==> config.mk <==
export PLATFORM = sky130hd
export DESIGN_NAME = vdp_vbus_responder
export DESIGN_NICKNAME = d
export VERILOG_FILES = /design/src/rtl/genesis_bus_pkg.sv /design/src/rtl/vdp_vbus_responder.sv
export SDC_FILE = /design/constraint.sdc
export NUM_CORES = 1
export LEC_CHECK = 0
export BUFFER_PORTS_ARGS = -buffer_cell sky130_fd_sc_hd__buf_2
export CAP_MARGIN = 10
export CELL_PAD_IN_SITES_DETAIL_PLACEMENT = 2
export CELL_PAD_IN_SITES_GLOBAL_PLACEMENT = 2
export CORE_ASPECT_RATIO = 0.8
export CORE_MARGIN = 2
export CORE_UTILIZATION = 29
export DETAILED_ROUTE_END_ITERATION = 16
export GPL_TIMING_DRIVEN = 0
export PLACE_DENSITY = 0.82
export SKIP_CTS_REPAIR_TIMING = 1
export SYNTH_ARGS = -nofsm -noshare
export SYNTH_HDL_FRONTEND = slang
export SYNTH_SLANG_ARGS = --single-unit
==> constraint.sdc <==
create_clock -name CLK -period 3.95 [get_ports CLK]
set_input_delay 0.9875 -clock CLK [delete_from_list [all_inputs] [get_ports CLK]]
set_output_delay 0.9875 -clock CLK [all_outputs]
set_load 0.05 [all_outputs]
==> src/rtl/genesis_bus_pkg.sv <==
// Shared definitions for the Genesis 68k-side bus glue: DMA responder state
// encoding and the default RAM window / open-bus values.
package genesis_bus_pkg;

    localparam logic [23:0] GENESIS_RAM_BASE = 24'hFF0000;
    localparam logic [15:0] OPEN_BUS_DEFAULT = 16'hFFFF;

    typedef enum logic [2:0] {
        ST_IDLE,
        ST_BUS_REQ,
        ST_OWNED,
        ST_READ,
        ST_ACKED,
        ST_RELEASE
    } vbus_state_t;

endpackage

==> src/rtl/vdp_vbus_responder.sv <==
// Responder end of the VDP 68k-bus DMA port. Takes the 68k bus via BR/BG when
// the VDP asks for it, then serves each VBUS_SEL word read from the 68k work
// RAM (or returns open-bus data outside the RAM window) with VBUS_DTACK_N.
// Read-only: VDP DMA never writes through this port.
module vdp_vbus_responder
    import genesis_bus_pkg::*;
#(
    parameter int          MEM_AW      = 12,
    parameter logic [23:0] MEM_BASE    = GENESIS_RAM_BASE,
    parameter int          MEM_LATENCY = 1,
    parameter logic [15:0] OPEN_BUS    = OPEN_BUS_DEFAULT
) (
    input  logic              CLK,
    input  logic              RST_N,
    input  logic              VBUS_DMA_REQ,
    output logic              VBUS_DMA_ACK,
    input  logic              VBUS_SEL,
    input  logic [23:0]       VBUS_ADDR,
    input  logic              VBUS_UDS_N,
    input  logic              VBUS_LDS_N,
    output logic [15:0]       VBUS_DATA,
    output logic              VBUS_DTACK_N,
    output logic              M68_BR_N,
    input  logic              M68_BG_N,
    input  logic              M68_AS_N,
    output logic              MEM_EN,
    output logic [MEM_AW-1:0] MEM_ADDR,
    input  logic [15:0]       MEM_DO
);

    localparam int                CNT_W     = $clog2(MEM_LATENCY + 1);
    localparam logic [CNT_W-1:0]  LAT_CNT   = CNT_W'(MEM_LATENCY);
    localparam logic [24:0]       WIN_BYTES = 25'd1 << (MEM_AW + 1);

    vbus_state_t       state, state_nxt;
    logic [CNT_W-1:0]  lat_cnt, lat_cnt_nxt;
    logic              ack_nxt;
    logic              dtack_n_nxt;
    logic [15:0]       data_nxt;
    logic              br_n_nxt;
    logic              mem_en_nxt;
    logic [MEM_AW-1:0] mem_addr_nxt;

    logic [23:0]       win_off;
    logic              in_win;

    // Byte strobes are irrelevant (full words are always returned) and bit 0
    // of the byte address never selects anything.
    logic unused_inputs;
    assign unused_inputs = ^{VBUS_UDS_N, VBUS_LDS_N, VBUS_ADDR[0]};

    // Window decode: one 24-bit subtract, in window when above the base and
    // the offset stays inside the RAM size (no wrap into the window).
    assign win_off = VBUS_ADDR - MEM_BASE;
    assign in_win  = (VBUS_ADDR >= MEM_BASE) && ({1'b0, win_off} < WIN_BYTES);

    // State and every output are registered; reset returns all to idle values.
    always_ff @(posedge CLK or negedge RST_N) begin
        if (!RST_N) begin
            state        <= ST_IDLE;
            lat_cnt      <= '0;
            VBUS_DMA_ACK <= 1'b0;
            VBUS_DTACK_N <= 1'b1;
            VBUS_DATA    <= '0;
            M68_BR_N     <= 1'b1;
            MEM_EN       <= 1'b0;
            MEM_ADDR     <= '0;
        end else begin
            state        <= state_nxt;
            lat_cnt      <= lat_cnt_nxt;
            VBUS_DMA_ACK <= ack_nxt;
            VBUS_DTACK_N <= dtack_n_nxt;
            VBUS_DATA    <= data_nxt;
            M68_BR_N     <= br_n_nxt;
            MEM_EN       <= mem_en_nxt;
            MEM_ADDR     <= mem_addr_nxt;
        end
    end

    // Next-state and next-output logic; outputs hold unless a transition
    // changes them, MEM_EN defaults low so it only ever pulses for one cycle.
    always_comb begin
        state_nxt    = state;
        lat_cnt_nxt  = lat_cnt;
        ack_nxt      = VBUS_DMA_ACK;
        dtack_n_nxt  = VBUS_DTACK_N;
        data_nxt     = VBUS_DATA;
        br_n_nxt     = M68_BR_N;
        mem_en_nxt   = 1'b0;
        mem_addr_nxt = MEM_ADDR;

        case (state)
            ST_IDLE: begin
                if (VBUS_DMA_REQ) begin
                    state_nxt = ST_BUS_REQ;
                    br_n_nxt  = 1'b0;
                end
            end

            ST_BUS_REQ: begin
                // Grant only counts once the 68k has also finished its cycle.
                if (!VBUS_DMA_REQ) begin
                    state_nxt = ST_RELEASE;
                    ack_nxt   = 1'b0;
                    br_n_nxt  = 1'b1;
                end else if (!M68_BG_N && M68_AS_N) begin
                    state_nxt = ST_OWNED;
                    ack_nxt   = 1'b1;
                end
            end

            ST_OWNED: begin
                lat_cnt_nxt = '0;
                // A pending select takes priority over a dropped request.
                if (VBUS_SEL) begin
                    if (in_win) begin
                        state_nxt    = ST_READ;
                        mem_en_nxt   = 1'b1;
                        mem_addr_nxt = win_off[MEM_AW:1];
                    end else begin
                        state_nxt   = ST_ACKED;
                        data_nxt    = OPEN_BUS;
                        dtack_n_nxt = 1'b0;
                    end
                end else if (!VBUS_DMA_REQ) begin
                    state_nxt = ST_RELEASE;
                    ack_nxt   = 1'b0;
                    br_n_nxt  = 1'b1;
                end
            end

            ST_READ: begin
                // Request changes are ignored here; the read always completes.
                if (lat_cnt == LAT_CNT) begin
                    state_nxt   = ST_ACKED;
                    data_nxt    = MEM_DO;
                    dtack_n_nxt = 1'b0;
                    lat_cnt_nxt = '0;
                end else begin
                    lat_cnt_nxt = lat_cnt + CNT_W'(1);
                end
            end

            ST_ACKED: begin
                // Leaving only on SEL low guarantees a held SEL is served once.
                if (!VBUS_SEL) begin
                    dtack_n_nxt = 1'b1;
                    if (VBUS_DMA_REQ) begin
                        state_nxt = ST_OWNED;
                    end else begin
                        state_nxt = ST_RELEASE;
                        ack_nxt   = 1'b0;
                        br_n_nxt  = 1'b1;
                    end
                end
            end

            ST_RELEASE: begin
                // One idle cycle keeps BR_N high for at least a cycle.
                state_nxt = ST_IDLE;
            end

            default: begin
                state_nxt = ST_IDLE;
            end
        endcase
    end

endmodule

==> Word level (Yosys, flattened, before mapping) <==
Index checks and enable logic that the tools add are counted.
{ "totals": {"input_bits": 48, "n_memories": 0, "latchBits": 0, "mem_bits_ro": 0, "regBits": 36, "out_inout_bits": 32, "ram_bits": 0, "word_cells": 73} }
{ "op_classes": {"eq_ne": 13, "mux": 33, "div_mod_pow": 0, "mul": 0, "bitwise_logic": 0, "n_reduce_logical": 15, "add_sub_neg": 2, "n_lt_le_gt_ge": 2, "shift": 0} }
{ "op_table": {"columns": ["cell", "n"], "rows": [
  ["2-to-1 mux 16 bit", 3],
  ["case mux 16 bit (2 select lines)", 1],
  ["2-to-1 mux 3 bit", 9],
  [">= comparator 24 bit, second input constant", 1],
  ["less-than comparator 24 x 14 -> 1 bit, second input constant", 1],
  ["subtractor 24 bit, second input constant", 1],
  ["2-to-1 mux 1 bit", 15],
  ["case mux 3 bit (5 select lines)", 1],
  ["!= test 2 bit, second input constant", 7],
  ["AND reduction 5 bit", 2],
  ["AND reduction 4 bit", 2],
  ["equality test 3 x 2 -> 1 bit, second input constant", 2],
  ["!= test 3 bit, second input constant", 2],
  ["case mux 1 bit (3 select lines)", 2],
  ["AND reduction 3 bit", 2],
  ["nonzero test 3 bit", 2],
  ["case mux 1 bit (2 select lines)", 2],
  ["nonzero test 2 bit", 2],
  ["equality test 3 x 1 -> 1 bit, second input constant", 1],
  ["equality test 3 bit, second input constant", 1],
  ["logical NOT 3 bit", 1],
  ["logical AND 1 bit", 2],
  ["OR reduction 2 bit", 1],
  ["adder 1 bit, second input constant", 1],
  ["logical NOT 1 bit", 1]
]} }

==> Depth between registers and ports, before layout <==
{ "depth": {"word_depth": 6, "mapped_depth": 6, "ltp_nobuf": 4} }

==> Worst setup path after synthesis <==
No wires, ideal clock.
{ "synth_timing": {"kind": "input-to-reg", "from": "in VBUS_ADDR[13]", "to": "reg MEM_ADDR[10]", "path_slack_ns": 1.508, "setup_ns": 0.125, "t_required_ns": 3.825, "n_path_buf": 1, "arrival_time_ns": 2.317, "cell_stages": 5, "cell_sequence": "or4b_4 -> nor3_4 -> nand3_4 -> clkbuf_8 -> mux2_2"} }
{ "synth_via": {"elab_chain_len": 4, "word_cells_on_any_way": 5, "classes_between": "add/sub: 1; order compare: 2; reduce/logical: 2"} }
{ "synth_lines": {"columns": ["item", "line", "rtl"], "rows": [
  ["start, declared", "vdp_vbus_responder.sv:18", "input logic [23:0] VBUS_ADDR,"],
  ["subtractor 24 bit", "vdp_vbus_responder.sv:54", "assign win_off = VBUS_ADDR - MEM_BASE;"],
  ["less-than comparator 24 x 14 -> 1 bit", "vdp_vbus_responder.sv:55", "assign in_win = (VBUS_ADDR >= MEM_BASE) && ({1'b0, win_off} < WIN_BYTES);"],
  ["logical AND 1 bit (*)", "vdp_vbus_responder.sv:55", null],
  ["AND reduction 3 bit (no source line) (*)", null, null],
  ["end signal, assigned", "vdp_vbus_responder.sv:76", "MEM_ADDR <= mem_addr_nxt;"],
  ["end, declared", "vdp_vbus_responder.sv:27", "output logic [MEM_AW-1:0] MEM_ADDR,"]
]} }
Every way passes the cells marked *; elsewhere a longest branch is shown, timed or not.
A chain may end at the register's enable or synchronous reset.

==> Final worst setup path <==
{ "layout_timing": {"from": "in VBUS_ADDR[13]", "to": "reg MEM_ADDR[4]"} }
The elaborated chain is that of the path after synthesis.

==> reports/qor.log <==
qor: status.result_of_the_run completed
qor: grt.total_global_routing_overflow 0
qor: synthesis.synth_top_family_by_area compound AO/OA/AOI/OAI gates
qor: critical_path.worstReg2RegStart state[0]$_DFFE_PN0P_
qor: drt.drc 0
qor: grt.top_usage_layer met2
qor: critical_path.r2r-end state[2]$_DFFE_PN0P_
qor: synthesis.synthAdderAreaFrac 0%
qor: pwr.power_density 689.6 nW/µm²
qor: sta.setup-violations-final 0
qor: critical_path.worst-setup-path-type in2reg
qor: cells_and_area.proportion_of_layout_cells_with_a_drive_suffix_above_1 48.84%
qor: clock_tree.clkSlewWorstSetupHoldPaths 70 ps
qor: placement.place.detailed.instances 285
qor: sta.timing.final.crit_share 60.57%
qor: sta.report.final.hold_viol_count 0
qor: drt.finalWirelength 4737 µm
qor: synthesis.synth.yosys.warnings 0
qor: critical_path.required 4120 ps
qor: synthesis.synth.mux.area_fraction 9.035%
qor: synthesis.synth-compound-area-share 17.84%
qor: clock_tree.number_of_sinks_handled_by_clock_tree_synthesis 36
qor: synthesis.yosysUniqueCellTypes 38
qor: floorplan.pin_count 80
qor: drt.dr.first_iter.drc_count 47
qor: pwr.peakVddDrop 272.3 µV
qor: floorplan.design.core.area 5435 µm²
qor: synthesis.yosysSeqAreaShare 55.75%
qor: sta.setup_total_negative_slack 0 ps
qor: clock_tree.clk_latency 290 ps
qor: floorplan.die-area 6205 µm²
qor: synthesis.avgSynthCellArea 12.37 µm²
qor: cells_and_area.area_growth 35.29%
qor: floorplan.start_util 29.81%
qor: grt.vias_in_the_first_global_route 1564
qor: critical_path.critical_path_maximum_fanout 10
qor: sta.worst_slew_pin_slew 803.4 ps
qor: drt.drtPass1Iterations 4
qor: critical_path.rrSetupSlack 1950 ps
qor: clock_tree.cts_tree done
qor: clock_tree.count_of_h_tree_levels_built_during_cts 2
qor: sta.final.min_clock_period 2393 ps
qor: drt.route.detailed.wl_per_inst 16.17 µm
qor: synthesis.cells_after_synthesis 131
qor: floorplan.site_row_count 24
qor: hold_path.worstHoldPathType reg2reg
qor: grt.met1_track_demand_over_resource 20.68%
qor: sta.clock-skew-final 2.307 ps
qor: synthesis.ys_ff_latch 36
qor: sta.report.final.slew_viol_count 0
qor: sta.maxClockFrequency 0.4179 GHz
qor: grt.grt_antenna_before_repair 0
qor: clock_tree.root_buffer clkbuf_8
qor: cells_and_area.layout.cell_area.non_filler 2192 µm²
qor: cells_and_area.finish.cell_count_without_fillers 293
qor: critical_path.worst-r2r-cell-count 5
qor: run.maxCapViolCount 0
qor: synthesis.synth_fp_nets 179
qor: synthesis.synthesized_area_fraction_occupied_by_xor_and_xnor_cells 0.5405%
qor: clock_tree.cts_buffer_depth 2
qor: clock_tree.tritoncts.num_buffers 5
qor: drt.vias 1431
qor: cells_and_area.final_nets 262
qor: critical_path.worstSetupEndpointType flip-flop
qor: pwr.power.static_leakage 1.045 nW
qor: critical_path.worstPathArrival 2570 ps
qor: synthesis.synth.cell_area 1620 µm²
qor: hold_path.worst_min_delay_path_startpoint VBUS_DATA[0]$_DFFE_PN0P_
qor: sta.worst_slew_margin_relative_to_its_limit 46.44%
qor: synthesis.fraction_of_the_mapped_netlist_area_in_simple_logic_gates 13.20%
qor: grt.wire_length_of_the_first_global_routing_pass 7741 µm
qor: floorplan.fp.dieH 70.86 µm
qor: placement.dp.final_hpwl 3636 µm
qor: cells_and_area.antenna-diode-count 0
qor: drt.viasPerCell 4.884
qor: placement.postPlaceCellArea 2098 µm²
qor: placement.placer_congestion 0.8299
qor: placement.numPortBuffers 76
qor: grt.grtUsageMet2 24.58%
qor: floorplan.die_width 87.57 µm
qor: grt.grt_util_all_layers 16.07%
qor: drt.antenna_left 0
qor: hold_path.worst_hold_path.num_cells 1
qor: grt.grt_use_met3 7.935%
qor: hold_path.worstHoldEndpoint VBUS_DATA[0]$_DFFE_PN0P_
qor: grt.grt_start_max_net_pins 37
qor: critical_path.startpoint_type input port
qor: sta.rsz0062_at_grt no
critical path, cell delays in order:
cell,delay [ps]
buf_2,90
or4b_4,550
nor3_4,300
nand3_4,150
clkbuf_8,200
mux2_2,280
where the power goes:
group | switching (mW) | internal [mW]
clock | 0.136 | 0.142
combinational | 0.494 | 0.211
sequential | 0.0580 | 0.471
total | 0.688 | 0.824
synthesized netlist by cell type, drive strengths merged:
master / instances / share of area, %
a211oi: 2 / 0.93
a21o: 3 / 1.4
a21oi: 3 / 1.2
a221oi: 1 / 0.54
a22o: 1 / 0.54
a22oi: 1 / 0.46
a311oi: 1 / 0.54
a32o: 1 / 0.62
and3: 3 / 1.2
buf: 1 / 0.31
clkbuf: 6 / 2.0
clkdlybuf4s18: 1 / 0.62
dfrtp: 34 / 53
dfstp: 2 / 3.2
inv: 3 / 0.69
mux2: 13 / 9.0
nand2: 5 / 1.2
nand2b: 4 / 1.5
nand3: 3 / 1.7
nand4: 2 / 0.77
nor2: 7 / 1.6
nor2b: 2 / 0.77
nor3: 5 / 2.2
nor3b: 1 / 0.46
nor4: 1 / 0.39
o211ai: 1 / 0.46
o21ai: 1 / 0.31
o22a: 17 / 9.2
o311a: 1 / 0.62
o31ai: 1 / 0.46
o32a: 1 / 0.62
or2b: 1 / 0.54
or4b: 1 / 0.85
xor2: 1 / 0.54
flip-flops by register name, summed over array words and instances, names as in the netlist:
signal and flops:
MEM_EN 1, state 3, VBUS_DMA_ACK 1, M68_BR_N 1
lat_cnt 1, MEM_ADDR 12, VBUS_DATA 16, VBUS_DTACK_N 1
metrics by stage:
stage	worst slack, ps	hold WS (ps)	util [%]	total power [mW]
after floorplan	1508	494.7	-	1.055
after global placement	1276	467.0	38.61	1.228
after detailed placement	1238	472.0	38.61	1.248
after CTS	1532	490.6	40.33	1.530
after global routing	1459	497.2	40.33	1.606
final	1557	484.5	40.33	1.512
worst max-delay path by stage:
stage | cells after the start | slack (ps) | endpoint | from
3_5_place_dp | 6 | 1240 | state[1]$_DFFE_PN0P_ | VBUS_ADDR[13]
6_report | 6 | 1560 | MEM_ADDR[4]$_DFFE_PN0P_ | VBUS_ADDR[13]
3_3_place_gp | 6 | 1280 | MEM_ADDR[6]$_DFFE_PN0P_ | VBUS_ADDR[13]
5_1_grt | 6 | 1460 | state[1]$_DFFE_PN0P_ | VBUS_ADDR[13]
2_1_floorplan | 5 | 1510 | MEM_ADDR[10]$_DFFE_PN0P_ | VBUS_ADDR[13]
4_1_cts | 6 | 1530 | state[1]$_DFFE_PN0P_ | VBUS_ADDR[13]
layout make-up:
type	instances	area [µm²]
clock buffer	7	86.33
clock inverter	1	7.507
multi-input combinational	84	658.1
tap	78	97.59
buffer	8	47.55
timing repair buffer	76	380.4
inverter	3	11.26
sequential	36	903.4
fill	624	3243
cell families after synthesis:
logic type             count (synthesis)
AND/OR/NAND/NOR                       35
multiplexers                          13
XOR/XNOR                               1
buffers and inverters                 11
flip-flops                            36
AO/OA/AOI/OAI                         35
routing by layer:
layer  up-vias  wire length [µm]  share of wire, %
met5         -                 0                 0
li1        655                 -                 -
met3         6               539                11
met4         0                46              0.97
met1       706              1941                41
met2        64              2209                47
layout by cell type (no fill, tap or decap), drive strengths merged, types with 2 or more instances in the layout:
| cell | synthesis | final |
|---|---|---|
| nand2b | 4 | 4 |
| nor3 | 5 | 5 |
| and3 | 3 | 3 |
| o22a | 17 | 17 |
| a211oi | 2 | 2 |
| dfstp | 2 | 2 |
| nand3 | 3 | 3 |
| a21oi | 3 | 3 |
| clkbuf | 6 | 13 |
| nor2b | 2 | 2 |
| mux2 | 13 | 13 |
| nor2 | 7 | 7 |
| nand4 | 2 | 2 |
| dfrtp | 34 | 34 |
| a21o | 3 | 3 |
| inv | 3 | 3 |
| buf | 1 | 77 |
| nand2 | 5 | 5 |
No activity file was read; power rests on OpenSTA's default activity.
